**src/rtl/sim_run_controller.sv**
```systemverilog
// Run controller: sequences core reset, counts RUN cycles, flags per-core halt by PC stall,
// and ends the run on all-halted or cycle limit. Optional PC signature under SIM_SIGNATURE_EN.
module sim_run_controller #(
  parameter int unsigned NUM_CORES    = 1,
  parameter int unsigned PC_W         = 16,
  parameter int unsigned CNT_W        = 32,
  parameter int unsigned MAX_CYCLES   = 1000,
  parameter int unsigned RESET_CYCLES = 4,
  parameter int unsigned STALL_CYCLES = 8
) (
  input  logic                      clk,
  input  logic                      reset,
  input  logic                      start,
  input  logic [NUM_CORES*PC_W-1:0] pc_in,
  output logic                      core_reset,
  output logic                      running,
  output logic [NUM_CORES-1:0]      core_halted,
  output logic [CNT_W-1:0]          cycle_count,
  output logic                      done,
  output logic                      timeout,
  output logic [31:0]               signature
);

  localparam int unsigned SC_W = $clog2(STALL_CYCLES + 1);
  localparam int unsigned HC_W = $clog2(RESET_CYCLES + 1);

  // Parameter legality
  if (MAX_CYCLES == 0) begin : g_chk_max_zero
    $error("sim_run_controller: MAX_CYCLES must be >= 1");
  end
  if ((64'(MAX_CYCLES) >> CNT_W) != 64'd0) begin : g_chk_max_wide
    $error("sim_run_controller: MAX_CYCLES must be < 2**CNT_W");
  end
  if (RESET_CYCLES < 1) begin : g_chk_reset
    $error("sim_run_controller: RESET_CYCLES must be >= 1");
  end
  if (STALL_CYCLES < 2) begin : g_chk_stall
    $error("sim_run_controller: STALL_CYCLES must be >= 2");
  end

  typedef enum logic [1:0] {
    IDLE       = 2'd0,
    RESET_HOLD = 2'd1,
    RUN        = 2'd2,
    DONE       = 2'd3
  } state_t;

  state_t                          state, state_d;
  logic [HC_W-1:0]                 hold_cnt, hold_cnt_d;
  logic [NUM_CORES-1:0][PC_W-1:0]  prev_pc, prev_pc_d;
  logic [NUM_CORES-1:0][SC_W-1:0]  stall_cnt, stall_cnt_d;
  logic                            prev_valid, prev_valid_d;
  logic [NUM_CORES-1:0]            halted_d;
  logic [CNT_W-1:0]                count_d;
  logic                            done_d, timeout_d, core_reset_d, running_d;
  logic                            launch;

  // Next-state and next-output logic
  always_comb begin
    state_d      = state;
    hold_cnt_d   = hold_cnt;
    prev_pc_d    = prev_pc;
    stall_cnt_d  = stall_cnt;
    prev_valid_d = prev_valid;
    halted_d     = core_halted;
    count_d      = cycle_count;
    done_d       = done;
    timeout_d    = timeout;
    launch       = 1'b0;

    unique case (state)
      IDLE, DONE: begin
        launch = start;
      end
      RESET_HOLD: begin
        hold_cnt_d = hold_cnt + HC_W'(1);
        if (hold_cnt == HC_W'(RESET_CYCLES - 1)) state_d = RUN;
      end
      RUN: begin
        count_d      = cycle_count + CNT_W'(1);
        prev_valid_d = 1'b1;
        for (int unsigned i = 0; i < NUM_CORES; i++) begin
          prev_pc_d[i] = pc_in[i*PC_W +: PC_W];
          // No compare in the first RUN cycle: prev_pc is not yet meaningful
          if (prev_valid) begin
            if (pc_in[i*PC_W +: PC_W] == prev_pc[i]) begin
              if (stall_cnt[i] != SC_W'(STALL_CYCLES)) stall_cnt_d[i] = stall_cnt[i] + SC_W'(1);
            end else begin
              stall_cnt_d[i] = '0;
            end
          end
          if (stall_cnt_d[i] == SC_W'(STALL_CYCLES)) halted_d[i] = 1'b1;
        end
        // All-halted takes priority over the cycle limit
        if (&halted_d) begin
          state_d   = DONE;
          done_d    = 1'b1;
          timeout_d = 1'b0;
        end else if (count_d == CNT_W'(MAX_CYCLES)) begin
          state_d   = DONE;
          done_d    = 1'b1;
          timeout_d = 1'b1;
        end
      end
      default: state_d = IDLE;
    endcase

    if (launch) begin
      state_d      = RESET_HOLD;
      hold_cnt_d   = '0;
      prev_valid_d = 1'b0;
      stall_cnt_d  = '0;
      halted_d     = '0;
      count_d      = '0;
      done_d       = 1'b0;
      timeout_d    = 1'b0;
    end

    core_reset_d = (state_d != RUN);
    running_d    = (state_d == RUN);
  end

  // State and output registers
  always_ff @(posedge clk) begin
    if (reset) begin
      state       <= IDLE;
      hold_cnt    <= '0;
      prev_pc     <= '0;
      stall_cnt   <= '0;
      prev_valid  <= 1'b0;
      core_halted <= '0;
      cycle_count <= '0;
      done        <= 1'b0;
      timeout     <= 1'b0;
      core_reset  <= 1'b1;
      running     <= 1'b0;
    end else begin
      state       <= state_d;
      hold_cnt    <= hold_cnt_d;
      prev_pc     <= prev_pc_d;
      stall_cnt   <= stall_cnt_d;
      prev_valid  <= prev_valid_d;
      core_halted <= halted_d;
      cycle_count <= count_d;
      done        <= done_d;
      timeout     <= timeout_d;
      core_reset  <= core_reset_d;
      running     <= running_d;
    end
  end

`ifdef SIM_SIGNATURE_EN
  logic [31:0] sig_q, sig_d, pc_xor;

  // Rotate-left-and-fold of the XOR of all core PCs, once per RUN cycle
  always_comb begin
    pc_xor = '0;
    for (int unsigned i = 0; i < NUM_CORES; i++) begin
      pc_xor = pc_xor ^ 32'(pc_in[i*PC_W +: PC_W]);
    end
    sig_d = sig_q;
    if (launch) begin
      sig_d = '0;
    end else if (state == RUN) begin
      sig_d = {sig_q[30:0], sig_q[31]} ^ pc_xor;
    end
  end

  always_ff @(posedge clk) begin
    if (reset) sig_q <= '0;
    else       sig_q <= sig_d;
  end

  assign signature = sig_q;
`else
  assign signature = 32'h0;
`endif

endmodule
```
**config.mk**
```make
export PLATFORM = sky130hd
export DESIGN_NAME = sim_run_controller
export DESIGN_NICKNAME = d
export VERILOG_FILES = /design/src/rtl/sim_run_controller.sv
export SDC_FILE = /design/constraint.sdc
export NUM_CORES = 1
export LEC_CHECK = 0
export CAP_MARGIN = 10
export CORE_AREA = 2 2 116 118
export CTS_CLUSTER_DIAMETER = 200
export DETAILED_ROUTE_END_ITERATION = 8
export DIE_AREA = 0 0 118 120
export GPL_ROUTABILITY_DRIVEN = 0
export SYNTH_ARGS = -nofsm -noshare
export SYNTH_HDL_FRONTEND = slang
export SYNTH_SLANG_ARGS = --single-unit
```
**constraint.sdc**
```tcl
create_clock -name clk -period 3.67 [get_ports clk]
set_input_delay 0.734 -clock clk [delete_from_list [all_inputs] [get_ports clk]]
set_output_delay 0.734 -clock clk [all_outputs]
set_load 0.01 [all_outputs]
```
==> results.json, run 1 <==
{
  "status": "complete, no violations",
  "slew_violations": 0,
  "multi_input_area_um2": 2260,
  "avgRoutedWirePerCell_um": 12.5,
  "diodes": 0,
  "coreArea_um2": 13000,
  "num_rows": 42,
  "route.vias.total": 3273,
  "grt_pass1_wl_um": 14600,
  "required_ns": 3.88,
  "setup-violations-final": 0,
  "htreeDepth": 3,
  "ios": 88,
  "portBuffers": 55,
  "layout_commonest_cell": "nor2_1",
  "start_kind": "input port",
  "synth-seq-area-share_pct": 33.1,
  "finalWirelength_um": 8650,
  "cp-end-kind": "flop",
  "cts_made_buffers": 9,
  "fp.dieH_um": 120,
  "grt_pass1_vias": 3042,
  "slew_headroom_pct": 53.6,
  "min_path_cells": 2,
  "grtUsageTotal_pct": 12.7,
  "critPathMaxFanout": 4,
  "syn2layout_area_growth_pct": 23.4,
  "drive_gt1_share_pct": 5.98,
  "utilization_pct": 36.2,
  "worst_pin_slew_ns": 0.693,
  "fillCellCount": 1350,
  "drt_iter0_drc": 214,
  "seqCellArea_um2": 1260,
  "final_cell_mix": "nor2_1, dfxtp_1, clkdlybuf4s50_1, xor2_1, conb_1",
  "period_needed_ns": 3.05,
  "grt_max_degree": 44,
  "powerDensity_nw_per_um2": 365,
  "clock_latency_ns": 0.33,
  "cts_setup_buffers": 0,
  "synthDistinctLibCells": 53,
  "yosys_register_bits": 63,
  "synthCells": 472,
  "cts.path.max_buffers": 2,
  "die_w_um": 118,
  "place_hpwl_um": 6110,
  "hold_path_class": "reg -> reg",
  "drc": 0,
  "via_per_inst": 4.72,
  "synth_flop_cell": "dfxtp_1",
  "dieArea_um2": 14200,
  "critPathArrivalTime_ns": 3.26,
  "rsz0062_at_grt": "false",
  "ant_nets": 0,
  "ir_drop_uv": 229,
  "p_leak_nw": 1.65,
  "worstSetupPathType": "in -> reg",
  "synth-edff-count": 0,
  "async_reset_ff_share_pct": 0,
  "drtPass1Iterations": 5,
  "antenna_found_initial": 0,
  "gr-total-overflow": 0,
  "yosysWarnings": 0,
  "final_hold_viol_count": 0,
  "start_util_pct": 29.4,
  "clock-root-buffer": "clkbuf_16",
  "synthesis.area_um2": 3810,
  "holdBufCountCts": 0,
  "fin_setup_tns_ns": 0,
  "nets": 541,
  "reg2regPathDepth": 9,
  "drv_cap": 0,
  "cts_resized": 0,
  "path_clk_slew_ns": 0.06,
  "cts.sinks": 63,
  "avgSynthCellArea_um2": 8.07,
  "cts_tree": "yes",
  "finalCritPeriodShare_pct": 83.1,
  "max_freq_ghz": 0.328,
  "skew_ns": 0.00663
}
==> cells in the mapped netlist, drive strengths merged, types with 5 or more instances <==
master | number | share of area (%)
nor2 | 74 | 7.4
o21ai | 13 | 1.8
and4 | 5 | 1.1
and3 | 6 | 0.99
buf | 42 | 7.6
a21oi | 13 | 1.7
inv | 13 | 1.3
nand3 | 20 | 2.6
nand2 | 29 | 2.9
mux2i | 20 | 5.3
ha | 9 | 3.0
nor4 | 11 | 2.2
nand4 | 18 | 3.1
clkbuf | 18 | 1.8
nor3 | 14 | 1.8
or2 | 5 | 0.82
xnor2 | 23 | 5.3
dfxtp | 63 | 33
xor2 | 35 | 8.0
==> area by class of cell <==
cell class | count | share of cell area, %
Multi-Input combinational cell | 367 | 48.0
Sequential cell | 63 | 26.8
Timing Repair Buffer | 59 | 12.4
Clock buffer | 10 | 5.08
Tap cell | 176 | 4.68
Clock inverter | 6 | 1.97
Inverter | 13 | 1.04
==> report_power, final <==
| group | total, W | internal, W | switching, W | leakage (nW) |
|---|---|---|---|---|
| logic | 0.0000829 | 0.0000317 | 0.0000512 | 0.983 |
| registers | 0.000691 | 0.000688 | 0.00000323 | 0.508 |
| clock network | 0.000942 | 0.000616 | 0.000326 | 0.155 |
| total | 0.00172 | 0.00134 | 0.000380 | 1.65 |
==> path summary, 6_finish.rpt <==
path | end | startpoint | slack (ns)
min | hold_cnt[2]$_SDFFE_PP0P_ | hold_cnt[2]$_SDFFE_PP0P_ | 0.48
max reg2reg | running$_SDFF_PP0_ | cycle_count[1]$_SDFFE_PP0P_ | 0.70
min reg2reg | hold_cnt[2]$_SDFFE_PP0P_ | hold_cnt[2]$_SDFFE_PP0P_ | 0.48
max | running$_SDFF_PP0_ | pc_in[14] | 0.62
==> critical path, cell delays in order <==
cell,delay [ns]
clkdlybuf4s50_1,0.44
xor2_1,0.15
nor4_1,0.37
nand4_1,0.23
and2_1,0.25
or4b_2,0.67
o21ai_2,0.12
nor2_2,0.08
o211a_1,0.22
==> flip-flops by register name (all words and copies together) (netlist names) <==
register and count:
core_halted 1, core_reset 1, cycle_count 32, done 1, hold_cnt 3, prev_pc 16
prev_valid 1, running 1, stall_cnt 4, state 2, timeout 1
==> routing by layer <==
layer | global-route usage, % | share of wire (%)
met5 | 0 | 0
met1 | 16.5 | 48
met2 | 19.7 | 45
met4 | 4.89 | 1.3
met3 | 3.90 | 5.6
==> through the flow <==
| stage | instance area [um^2] | worst slack, ns | std cells | power [W] | hold slack, ns |
|---|---|---|---|---|---|
| after floorplan | 3930 | 1.03 | 503 | 0.000782 | 0.456 |
| after global placement | 4370 | 0.294 | 678 | 0.000787 | 0.466 |
| after detailed placement | 4370 | 0.253 | 678 | 0.000789 | 0.474 |
| after CTS | 4700 | 0.603 | 694 | 0.00175 | 0.482 |
| after global routing | 4700 | 0.422 | 694 | 0.00179 | 0.511 |
| final | 4700 | 0.621 | 694 | 0.00172 | 0.482 |
==> cells by family after synthesis <==
| family | after synthesis | synth area share (%) |
|---|---|---|
| adder cells (fa/ha/maj) | 9 | 2.96 |
| flip-flops | 63 | 33.1 |
| AND/OR/NAND/NOR | 201 | 26.6 |
| buffers and inverters | 73 | 10.7 |
| multiplexers | 20 | 5.25 |
| XOR/XNOR | 58 | 13.3 |
| other | 1 | 0.0984 |
| AO/OA/AOI/OAI | 47 | 8.01 |
No activity file was read; power rests on OpenSTA's default activity.
==> run 2: changes to the inputs <==
==> constraint.sdc (replaced) <==
create_clock -name clk -period 2.5 [get_ports clk]
set_input_delay 0.5 -clock clk [delete_from_list [all_inputs] [get_ports clk]]
set_output_delay 0.5 -clock clk [all_outputs]
set_load 0.01 [all_outputs]
==> run 2 against run 1 <==
Non-clock buffer count increased by 39; sequential cell count unchanged; register-to-register slack got worse by 0.61 ns; setup slack got worse by 0.54 ns; largest cell class unchanged.
==> results.json, run 2 (synthesis results as in run 1) <==
{
  "status": "complete, no violations",
  "dieArea_um2": 14200,
  "layout_commonest_cell": "nor2_1",
  "worstSetupPathType": "in -> reg",
  "nets": 580,
  "drive_gt1_share_pct": 16.2,
  "grt_pass1_vias": 3101,
  "fp.dieH_um": 120,
  "r2r-start": "cycle_count[0]$_SDFFE_PP0P_",
  "cts_made_buffers": 9,
  "syn2layout_area_growth_pct": 33.9,
  "required_ns": 2.75,
  "num_rows": 42,
  "crit_family": "simple AND/OR/NAND/NOR gates",
  "cts.sinks": 63,
  "drc": 0,
  "cts.path.max_buffers": 2,
  "antenna_found_initial": 0,
  "finalCritPeriodShare_pct": 96.8,
  "cp-end-kind": "flop",
  "grtUsageMet3_pct": 4.75,
  "start_kind": "input port",
  "regToRegSetupSlack_ns": 0.09,
  "place_hpwl_um": 6780,
  "startpoint": "pc_in[14]",
  "skew_ns": 0.00741,
  "clock-root-buffer": "clkbuf_16",
  "avgRoutedWirePerCell_um": 12.3,
  "ir_drop_uv": 380,
  "setup-violations-final": 0,
  "use_met2_pct": 21.7,
  "final_hold_viol_count": 0,
  "route.vias.total": 3404,
  "die_w_um": 118,
  "cp_slowest_cell": "or4b_4",
  "drt_iter0_drc": 168,
  "totalPowerFinal_w": 0.00259,
  "worstSetupPathDepth": 9,
  "cts_setup_buffers": 0,
  "min_from": "hold_cnt[2]$_SDFFE_PP0P_",
  "cts_tree": "yes",
  "clock_latency_ns": 0.34,
  "top_register": "cycle_count",
  "ant_nets": 0,
  "path_buf_inv": 1,
  "portBuffers": 55,
  "critPathMaxFanout": 3,
  "gr-total-overflow": 0,
  "final_cell_mix": "nor2_1, dfxtp_1, clkdlybuf4s50_1, buf_4, xor2_1",
  "ios": 88,
  "slew_violations": 0,
  "max_freq_ghz": 0.413,
  "reg.largest.list": "cycle_count x32, prev_pc x16, stall_cnt x4",
  "largest_reg_flops": 32,
  "drv_cap": 0,
  "grt_pass1_wl_um": 14700,
  "drtPass1Iterations": 4,
  "hold_path_class": "reg -> reg",
  "grt.busiest_layer": "met2",
  "finalWirelength_um": 9020,
  "rsz0062_at_grt": "true",
  "use_met1_pct": 15.2,
  "start_util_pct": 29.4,
  "grtUsageTotal_pct": 12.9,
  "via_per_inst": 4.64,
  "diodes": 0,
  "htreeDepth": 3,
  "min_path_cells": 2,
  "utilization_pct": 39.3,
  "reg2regPathDepth": 9,
  "coreArea_um2": 13000,
  "critPathArrivalTime_ns": 2.67,
  "cp_slowest_stage_delay_ns": 0.52,
  "crit_path_cell_trace": "clkdlybuf4s50_1 > xor2_1 > nor4_1 > nand4_1 > and2_4 > or4b_4 > o21ai_2 > nor2_2 > a221oi_2",
  "p_leak_nw": 1.89,
  "grt_max_degree": 44,
  "path_clk_slew_ns": 0.06,
  "period_needed_ns": 2.42,
  "powerDensity_nw_per_um2": 507
}
run 2: cell count changes in the layout (fill, tap and decap cells not counted), sizes merged:
cell / change
buf: +39
clkinvlp: -2
bufinv: +1
clkbuf: -1
clkinv: +1
inv: +1
run 2: layout make-up:
type	count	area, um^2
clock inverters	7	119
repair buffers	98	873
multi-input cells	367	2340
well taps	176	220
fillers	1309	7880
inverters	13	48.8
flip-flops and latches	63	1270
clock buffers	9	225
run 2: power breakdown:
group,switching (W),leakage [nW],total (W),internal [W]
Clock,0.000470,0.170,0.00145,0.000976
Sequential,0.00000475,0.511,0.00101,0.00101
Combinational,0.0000777,1.21,0.000126,0.0000481
run 2: layer usage:
layer	share of wire (%)	up-vias
li1	-	1714
met1	44	1588
met2	48	91
met3	5.8	11
met4	1.6	0
met5	0	-
run 2: worst paths after layout:
path / to
worst max-delay path: state[0]$_SDFF_PP0_
worst min-delay path: hold_cnt[2]$_SDFFE_PP0P_
worst max register to register: state[0]$_SDFF_PP0_
worst min register to register: hold_cnt[2]$_SDFFE_PP0P_
run 2: worst register-to-register path: stages (launching register included):
cell      delay (ns)
dfxtp_4         0.37
ha_4            0.15
nand4_4         0.10
or2_4           0.30
or4_4           0.42
o21ai_2         0.16
nand3_2         0.10
nor4_4          0.36
nor2_2          0.10
a221oi_2        0.26
run 2: stage by stage:
stage	hold slack [ns]	area [um^2]	cells	setup slack, ns	setup TNS, ns
finish	0.498	5100	733	0.0796	0
floorplan	0.456	3930	503	0.0267	0
detailed placement	0.491	4670	717	-0.545	-2.70
global placement	0.464	4670	717	-0.498	-2.45
CTS	0.494	5040	733	0.0406	0
global route	0.539	5100	733	-0.0235	-0.0428
run 2: repair_timing:
action / in CTS / in global routing
hold buffers: 0 / 0
gates resized for setup: 7 / 17
pin swaps: 4 / 7
setup endpoints to repair: 5 / 5
